===== config.mk =====
export PLATFORM = sky130hd
export DESIGN_NAME = kid_motion
export DESIGN_NICKNAME = d
export VERILOG_FILES = /design/src/rtl/kid_motion.sv
export SDC_FILE = /design/constraint.sdc
export NUM_CORES = 1
export LEC_CHECK = 0
export CORE_ASPECT_RATIO = 2
export CORE_UTILIZATION = 60
export CTS_CLUSTER_SIZE = 28
export DETAILED_ROUTE_END_ITERATION = 10
export GPL_TIMING_DRIVEN = 0
export PLACE_DENSITY = 0.91
export SYNTH_ARGS = -nofsm -noshare
export SYNTH_HDL_FRONTEND = slang
export SYNTH_SLANG_ARGS = --single-unit

===== constraint.sdc =====
create_clock -name clk -period 8.4 [get_ports clk]
set_input_delay 0.84 -clock clk [delete_from_list [all_inputs] [get_ports clk]]
set_output_delay 0.84 -clock clk [all_outputs]
set_load 0.1 [all_outputs]

===== src/rtl/kid_motion.sv =====
// kid_motion: per-frame platformer physics for the kid's bounding box.
// Moves one pixel per step so that equality-based contact flags are never skipped.
module kid_motion #(
    parameter int START_L  = 300,
    parameter int START_T  = 500,
    parameter int KID_W    = 21,
    parameter int KID_H    = 21,
    parameter int H_SPEED  = 3,
    parameter int JUMP_V   = 8,
    parameter int MAX_FALL = 6
) (
    input  logic       clk,
    input  logic       rst,
    input  logic       tick,
    input  logic       btn_left,
    input  logic       btn_right,
    input  logic       btn_jump,
    input  logic [3:0] is_collide,
    output logic [9:0] kid_t,
    output logic [9:0] kid_b,
    output logic [9:0] kid_l,
    output logic [9:0] kid_r,
    output logic       on_ground,
    output logic       facing,
    output logic       busy
);

    localparam int HW = $clog2(H_SPEED + 1);
    localparam logic signed [5:0] VMAX = 6'(MAX_FALL);
    localparam logic signed [5:0] VUP  = 6'(-JUMP_V);

    typedef enum logic [2:0] {
        IDLE, PHYS, HMOVE, HWAIT, VMOVE, VWAIT
    } state_t;

    state_t             state_q, state_d;
    logic [9:0]         kid_l_q, kid_l_d;
    logic [9:0]         kid_t_q, kid_t_d;
    logic signed [5:0]  vy_q, vy_d;
    logic [1:0]         jumps_q, jumps_d;
    logic [HW-1:0]      hcnt_q, hcnt_d;
    logic [5:0]         vcnt_q, vcnt_d;
    logic               facing_q, facing_d;
    logic               on_ground_q, on_ground_d;
    logic               jmp_s_q, jmp_s_d;
    logic               jmp_p_q, jmp_p_d;

    logic [10:0]        r_ext, b_ext;
    logic               at_right, at_bottom;
    logic               landed, jedge;
    logic [1:0]         jbase;

    function automatic logic [5:0] abs6(input logic signed [5:0] v);
        return v[5] ? (~v + 6'd1) : v;
    endfunction

    // Box geometry and screen-edge limits
    always_comb begin
        r_ext     = {1'b0, kid_l_q} + 11'(KID_W - 1);
        b_ext     = {1'b0, kid_t_q} + 11'(KID_H - 1);
        at_right  = r_ext >= 11'd1023;
        at_bottom = b_ext >= 11'd1023;
    end

    // Next-state and datapath updates for the physics FSM
    always_comb begin
        state_d     = state_q;
        kid_l_d     = kid_l_q;
        kid_t_d     = kid_t_q;
        vy_d        = vy_q;
        jumps_d     = jumps_q;
        hcnt_d      = hcnt_q;
        vcnt_d      = vcnt_q;
        facing_d    = facing_q;
        on_ground_d = on_ground_q;
        jmp_s_d     = jmp_s_q;
        jmp_p_d     = jmp_p_q;
        landed      = is_collide[1] && !vy_q[5];
        jedge       = jmp_s_q && !jmp_p_q;
        jbase       = landed ? 2'd2 : jumps_q;

        unique case (state_q)
            IDLE: begin
                if (tick) begin
                    state_d = PHYS;
                    jmp_s_d = btn_jump;
                    jmp_p_d = jmp_s_q;
                end
            end
            PHYS: begin
                on_ground_d = is_collide[1];
                if (jedge && jbase != 2'd0) begin
                    vy_d    = VUP;
                    jumps_d = jbase - 2'd1;
                end else if (landed) begin
                    vy_d    = '0;
                    jumps_d = 2'd2;
                end else begin
                    vy_d = (vy_q >= VMAX) ? VMAX : vy_q + 6'sd1;
                end
                vcnt_d = abs6(vy_d);
                if (btn_left ^ btn_right) begin
                    hcnt_d   = HW'(H_SPEED);
                    facing_d = btn_left;
                end else begin
                    hcnt_d = '0;
                end
                state_d = HMOVE;
            end
            HMOVE: begin
                if (hcnt_q == '0) begin
                    state_d = VMOVE;
                end else if (facing_q ? (is_collide[2] || kid_l_q == 10'd0)
                                      : (is_collide[3] || at_right)) begin
                    hcnt_d = '0;
                end else begin
                    kid_l_d = facing_q ? kid_l_q - 10'd1 : kid_l_q + 10'd1;
                    hcnt_d  = hcnt_q - HW'(1);
                    state_d = HWAIT;
                end
            end
            HWAIT: state_d = HMOVE;
            VMOVE: begin
                if (vcnt_q == '0) begin
                    state_d = IDLE;
                end else if (vy_q[5]) begin
                    if (is_collide[0] || kid_t_q == 10'd0) begin
                        vy_d   = '0;
                        vcnt_d = '0;
                    end else begin
                        kid_t_d = kid_t_q - 10'd1;
                        vcnt_d  = vcnt_q - 6'd1;
                        state_d = VWAIT;
                    end
                end else begin
                    if (is_collide[1] || at_bottom) begin
                        vy_d        = '0;
                        vcnt_d      = '0;
                        on_ground_d = 1'b1;
                    end else begin
                        kid_t_d = kid_t_q + 10'd1;
                        vcnt_d  = vcnt_q - 6'd1;
                        state_d = VWAIT;
                    end
                end
            end
            VWAIT: state_d = VMOVE;
            default: state_d = IDLE;
        endcase
    end

    // State registers with synchronous reset that aborts any update
    always_ff @(posedge clk) begin
        if (rst) begin
            state_q     <= IDLE;
            kid_l_q     <= 10'(START_L);
            kid_t_q     <= 10'(START_T);
            vy_q        <= '0;
            jumps_q     <= 2'd2;
            hcnt_q      <= '0;
            vcnt_q      <= '0;
            facing_q    <= 1'b0;
            on_ground_q <= 1'b0;
            jmp_s_q     <= 1'b0;
            jmp_p_q     <= 1'b0;
        end else begin
            state_q     <= state_d;
            kid_l_q     <= kid_l_d;
            kid_t_q     <= kid_t_d;
            vy_q        <= vy_d;
            jumps_q     <= jumps_d;
            hcnt_q      <= hcnt_d;
            vcnt_q      <= vcnt_d;
            facing_q    <= facing_d;
            on_ground_q <= on_ground_d;
            jmp_s_q     <= jmp_s_d;
            jmp_p_q     <= jmp_p_d;
        end
    end

    assign kid_l     = kid_l_q;
    assign kid_t     = kid_t_q;
    assign kid_r     = kid_l_q + 10'(KID_W - 1);
    assign kid_b     = kid_t_q + 10'(KID_H - 1);
    assign on_ground = on_ground_q;
    assign facing    = facing_q;
    assign busy      = state_q != IDLE;

endmodule


==> results of run 1 <==
sequential cells by signal (all words and copies together), names as in the netlist:
name,flops
facing,1
hcnt_q,2
jmp_p_q,1
jmp_s_q,1
jumps_q,2
kid_l,10
kid_t,10
on_ground,1
state_q,3
vcnt_q,6
vy_q,6
per-layer routing:
| metal | up-vias | global-route usage (%) | share of wire, % |
|---|---|---|---|
| met5 | - | 0 | 0 |
| met2 | 197 | 65.0 | 55 |
| li1 | 1810 | - | - |
| met4 | 0 | 24.6 | 6.9 |
| met3 | 56 | 5.71 | 5.3 |
| met1 | 1803 | 30.5 | 33 |
worst max-delay path: stages:
cell and delay, ns:
clkdlybuf4s50_1 0.69, nor2b_1 0.39, nor2_1 0.08, ha_1 0.20, nor3b_1 0.61, nor2_1 0.19, o21ai_0 0.22, ha_1 0.23
inv_1 0.05, a221oi_1 0.28, nor4b_1 0.10, a311oi_1 0.29, o22ai_1 0.13
final cells by class:
class | instances | area, µm²
sequential | 43 | 861
timing repair buffer | 52 | 520
tap | 63 | 78.8
multi-input combinational | 370 | 2580
buffer | 24 | 148
inverter | 23 | 86.3
clock buffer | 6 | 129
fill | 472 | 1550
cells by family after synthesis:
kind of cell / count (synthesis) / share of synthesized area (%)
AND/OR/NAND/NOR: 157 / 23.2
multiplexers: 8 / 2.21
AO/OA/AOI/OAI: 147 / 27.5
buffers and inverters: 47 / 6.36
flip-flops: 43 / 23.4
XOR/XNOR: 27 / 6.43
adder cells (fa/ha/maj): 31 / 11.0
power breakdown:
part / total, µW / switching, µW / internal, µW
combinational: 360 / 244 / 116
clock: 187 / 79.6 / 107
sequential: 243 / 22.0 / 221
total: 790 / 346 / 445
worst max path at each step:
stage / startpoint / slack, ns / end / depth (start not counted)
floorplan: kid_l[2] / 4.10 / kid_l[2] / 9
global placement: is_collide[1] / 4.04 / vcnt_q[4] / 13
detailed placement: is_collide[1] / 4.05 / vcnt_q[4] / 13
CTS: is_collide[1] / 4.34 / vcnt_q[4] / 13
global route: is_collide[1] / 4.05 / vcnt_q[4] / 13
finish: is_collide[1] / 4.25 / vcnt_q[4] / 13
cells in the mapped netlist (all sizes together), types with 3 or more instances:
master / n
a21o: 3
nor4b: 3
inv: 23
and2: 3
mux2i: 7
o31ai: 4
o2111ai: 5
and3: 4
a31oi: 9
xnor2: 16
nor2b: 11
dfxtp: 43
a21oi: 37
buf: 12
o211ai: 6
nor4: 5
o21ai: 39
xor2: 11
o21a: 4
nor3b: 3
nand3b: 6
o211a: 3
nand2b: 9
or3: 8
nor2: 43
nand2: 24
a311oi: 4
clkbuf: 12
ha: 29
o311ai: 4
a211oi: 10
nand3: 16
nor3: 9
metrics by stage:
stage,worst slack (ns),power [µW],hold WS (ns)
3_5_place_dp,4.05,600,0.499
2_1_floorplan,4.10,516,0.471
3_3_place_gp,4.04,589,0.483
6_report,4.25,790,0.509
4_1_cts,4.34,783,0.506
5_1_grt,4.05,824,0.540
placed cells by master, fill, tap and decap left out, types with 9 or more instances in the layout:
master and count:
nor3_1 9, xor2_1 11, a211oi_1 9, nand3_1 15
ha_1 29, nor2b_1 11, nand2b_1 9, clkbuf_1 11
o21ai_0 28, o21ai_1 11, inv_1 23, nand2_1 23
dfxtp_1 43, a21oi_1 36, nor2_1 43, clkdlybuf4s50_1 52
xnor2_1 16
==> impl_results.md, run 1 <==
* PostCTS Resize Cnt at 0
* Mean Syn Cell Area at 7.99 µm²
* Vias in the first global route at approximately 3600
* # rows at 40
* Synth top area share at a little under a quarter
* Layout cells sized above 1 at between 8 and 9%
* Cell area after synthesis at 3680 µm²
* Sequential fraction of the synthesis area at between 20% and 30%
* Post-CTS Setup Bufs at 0
* Async set-reset flop share out of synthesis at 0%
* Post-layout util at 74.0%
* Unrepaired setup endpoints after global routing: no
* Final hold vios at 0
* Clock sinks at 43
* Reg2reg start: vy_q[5]
* Initial antenna violation count at 0
* Max-capacitance violation count at 0
* Synth Flop Type: dfxtp_1
* Largest net degree at the start of global routing at 12
* Vias per std cell at approximately 6.7
* First-pass GRT wire length at 16900 µm
* Hold Startpoint: vcnt_q[3]
* Post-Route WL at roughly 11000 µm
* Design area at approximately 4400 µm²
* Hold path cells at 2
* DRC at 6
* CTS Buffer Depth at 2
* Fin crit share at about half
* Pre-antenna DRT Iters at 10
* Synth warn at 0
* Reg2reg setup slack at a little under 5 ns
* RePlAce Congestion at slightly below 1
* # IOs at 53
* Pleak at ~0.0017 µW
* Vias at slightly below 4000
* CP startpoint kind: primary input
* Power Density at around 180 nW/µm²
* Max Fanout on Critical Path at 7
* Antenna-violating nets left at 0
* Crit path arrival time at approximately 4.3 ns
* Cell Count Post-Placement at roughly 580
* CTS HTree Levels at 2
* Outcome: finished with violations
* Post-cts hold buffer count at 0
* Setup TNS at 0 ns
* Chip width at 57.4 µm
* Hold Crit Endpoint: vcnt_q[3]
* Syn_nets at between 500 and 600
* Failing checks: design-rule violations
* Initial Util at 61.7%
* Slew @ Worst Pin at 0.980 ns
* Synth area leaders: dfxtp_1 (23%), ha_1 (9.9%), a21oi_1 (4.9%)
* Cell accounting for the most synthesized area: dfxtp_1
* Hpwl dp at about 8300 µm
* Layout area overhead at 19.8%
* Clock root buffer: clkbuf_16
* Post-synth EDFFs at 0
* Worst rel slew slack at roughly a third
* Seq cells post-synth at 43
* Critical R2R Capture: vcnt_q[4]
* Setup CP Type: primary input to flip-flop
* N_diodes at 0
* Crit. End Element: flip-flop
* Worst-path clk slew at 0.06 ns
* Overflow after GRT at 0
* Synth cell types at 80
* DP Area at 4280 µm²
* Maximum vdd drop at 0.000134 V
* R2R depth at 13
* Number of CTS-inserted buffers at 5
* Cells after Synth at 460
* GRT Total Usage at about a third
* Port Buffers at between 50 and 60
* Final setup violation count at 0
* Worst-Skew Late Latency at between 0.2 and 0.3 ns
* Peak Freq at approximately 240 MHz
* Routed len/inst at around 19 µm
* Final number of max-transition violations at 0
* Final std cells w/o fill at between 500 and 600
* Final min period at between 4 and 5 ns
* Hold crit path type: flip-flop to flip-flop
* Die Span Y at 113 µm
* Initial DRC Count at 291
* WP data required at 8.56 ns
* CTS tree: done
* Nets at 560
* Die footprint at around 6500 µm²
* Core Footprint at 5960 µm²
* Final Skew at 0.00472 ns
Power figures use the tool's default switching activity.
==> run 2: changes to the inputs <==
- CORE_UTILIZATION: 60 -> 56
- PLACE_DENSITY: 0.91 -> 0.86
- clock period: 8.4 -> 4.3 ns (I/O delays scaled with it)
==> impl_results.md, run 2 (synthesis gave the netlist of run 1 again) <==
* Outcome: completed
* Number of CTS-inserted buffers at 5 (unchanged)
* Layout cells sized above 1 at 8.65% (+0.35 points)
* Design area at 4450 µm² (+0.91%)
* Crit path arrival time at 4.05 ns (-0.26 ns)
* DRC at 0 (-6)
* DP Area at 4310 µm² (+0.73%)
* Core Footprint at 6310 µm² (+5.9%)
* Top Family by Delay on Critical Path: simple AND/OR/NAND/NOR gates
* CP max-delay cell: clkdlybuf4s50_1
* Vias in the first global route at 3799 (+4.3%)
* Pre-antenna DRT Iters at 4 (-6)
* Layout area overhead at 20.9%
* Worst setup path end: vcnt_q[4]
* Initial antenna violation count at 0 (unchanged)
* CP startpoint kind: primary input
* Fin crit share at approximately nine tenths
* Final number of max-transition violations at 0 (unchanged)
* CTS tree: done
* CP cell instances: clkdlybuf4s50_1 > nor2b_1 > nor2_1 > ha_1 > nor3b_1 > nor2_1 > o21ai_0 > ha_1 > inv_1 > a221oi_1 > nor4b_1 > a311oi_1 > o22ai_1
* Nets at 560 (unchanged)
* First-pass GRT wire length at 16600 µm (-1.8%)
* Pleak at 0.00174 µW (+0.11%)
* Final Skew at 0.00318 ns (-0.00153 ns)
* Hold crit path type: flip-flop to flip-flop
* Crit. End Element: flip-flop
* Worst-path clk slew at 0.06 ns (about the same)
* WP data required at 4.46 ns (-4.10 ns)
* Clock sinks at 43 (unchanged)
* Hpwl dp at 8200 µm (-0.69%)
* # IOs at 53 (unchanged)
* Unrepaired setup endpoints after global routing: no
* Vias per std cell at 6.34 (-4.6%)
* Slew @ Worst Pin at 0.979 ns (-0.000719 ns)
* Slowest Stage Delay on Critical Path at 0.71 ns (+0.02 ns)
* Antenna-violating nets left at 0 (unchanged)
* Reg2reg setup slack at 0.61 ns (-4.25 ns)
* Overflow after GRT at 0 (unchanged)
* Setup CP Type: primary input to flip-flop
* CTS HTree Levels at 2 (unchanged)
* Setup crit start: is_collide[1]
* Peak Freq at approximately 260 MHz
* Routed len/inst at 17.4 µm (-6.2%)
* Post-cts hold buffer count at 0 (unchanged)
* Final min period at slightly below 4 ns
* CP Depth at 13 (unchanged)
* Reg2reg start: vy_q[5]
* N_diodes at 0 (unchanged)
* R2R depth at 13 (unchanged)
* Max Fanout on Critical Path at 7 (unchanged)
* Maximum vdd drop at 0.000217 V (+62%)
* Post-CTS Setup Bufs at 0 (unchanged)
* Die Span Y at 117 µm (+3.5%)
* Vias at 3845 (-0.54%)
* Initial DRC Count at 211 (-27%)
* Post-Route WL at 10600 µm (-2.2%)
* Max-capacitance violation count at 0 (unchanged)
* Power Density at 348 nW/µm² (+94%)
* Die footprint at 6910 µm² (+7.0%)
* # rows at 41 (+2.5%)
* Buffers & Inverters on Critical Path at 2 (unchanged)
* Largest net degree at the start of global routing at 13 (+1)
* CTS Buffer Depth at 2 (unchanged)
* Worst rel slew slack at 34.5% (+0.048 points)
* Final setup violation count at 0 (unchanged)
* Initial Util at 58.3% (-3.5 points)
* Worst-Skew Late Latency at 0.29 ns (about the same)
* PostCTS Resize Cnt at 0 (unchanged)
* Port Buffers at 52 (unchanged)
* GRT Total Usage at 32.1% (-2.0 points)
* RePlAce Congestion at 0.903 (-7.7%)
* Setup TNS at 0 ns (unchanged)
* Final hold vios at 0 (unchanged)
* Most common cell after layout, fill and taps aside: clkdlybuf4s50_1
* Most frequent cells in the layout: clkdlybuf4s50_1 (52), nor2_1 (43), dfxtp_1 (43)
* Chip width at 59.3 µm (+3.4%)
* Critical R2R Capture: vcnt_q[4]
* Clock root buffer: clkbuf_16
run 2: worst min path at each step:
stage | start | end | slack (ns) | cells after the start
floorplan | vcnt_q[3] | vcnt_q[3] | 0.47 | 2
global placement | vcnt_q[3] | vcnt_q[3] | 0.48 | 2
detailed placement | vcnt_q[3] | vcnt_q[3] | 0.50 | 2
CTS | vcnt_q[3] | vcnt_q[3] | 0.51 | 2
global route | vcnt_q[3] | vcnt_q[3] | 0.53 | 2
finish | vcnt_q[3] | vcnt_q[3] | 0.51 | 2
run 2: worst min-delay path, delay by kind of cell, from the launching register on:
kind            cells  cell delay, ns
simple gates        1            0.07
compound gates      1            0.06
flops               1            0.33
run 2: per-stage QoR:
| stage | total power, µW | setup slack, ns | hold slack (ns) | utilization [%] | std cells |
|---|---|---|---|---|---|
| after CTS | 1540 | 0.498 | 0.507 | 70.5 | 606 |
| after floorplan | 1010 | 0.0437 | 0.471 | - | 460 |
| after global routing | 1620 | 0.117 | 0.529 | 70.5 | 606 |
| final | 1550 | 0.407 | 0.508 | 70.5 | 606 |
| after global placement | 1150 | 0.322 | 0.481 | 68.3 | 598 |
| after detailed placement | 1170 | 0.211 | 0.500 | 68.3 | 598 |
run 2: power by group:
| group | internal, µW | switching [µW] | leakage (µW) |
|---|---|---|---|
| combinational | 226 | 472 | 0.00132 |
| clock | 215 | 160 | 0.0000679 |
| sequential | 432 | 41.8 | 0.000349 |
| total | 874 | 674 | 0.00174 |
run 2: layout make-up:
| type | count | area [µm²] |
|---|---|---|
| multi-input cells | 370 | 2580 |
| fillers | 504 | 1860 |
| flip-flops and latches | 43 | 861 |
| repair buffers | 52 | 520 |
| plain buffers | 24 | 148 |
| clock buffers | 7 | 133 |
| well taps | 86 | 108 |
| inverters | 23 | 86.3 |
| clock inverters | 1 | 5.00 |
run 2: metal layers:
metal,track usage [%],vias up,wire [µm]
met5,0,-,0
met4,31.6,0,894
met3,3.77,55,496
met2,60.7,164,5790
met1,26.5,1808,3370
li1,-,1818,-
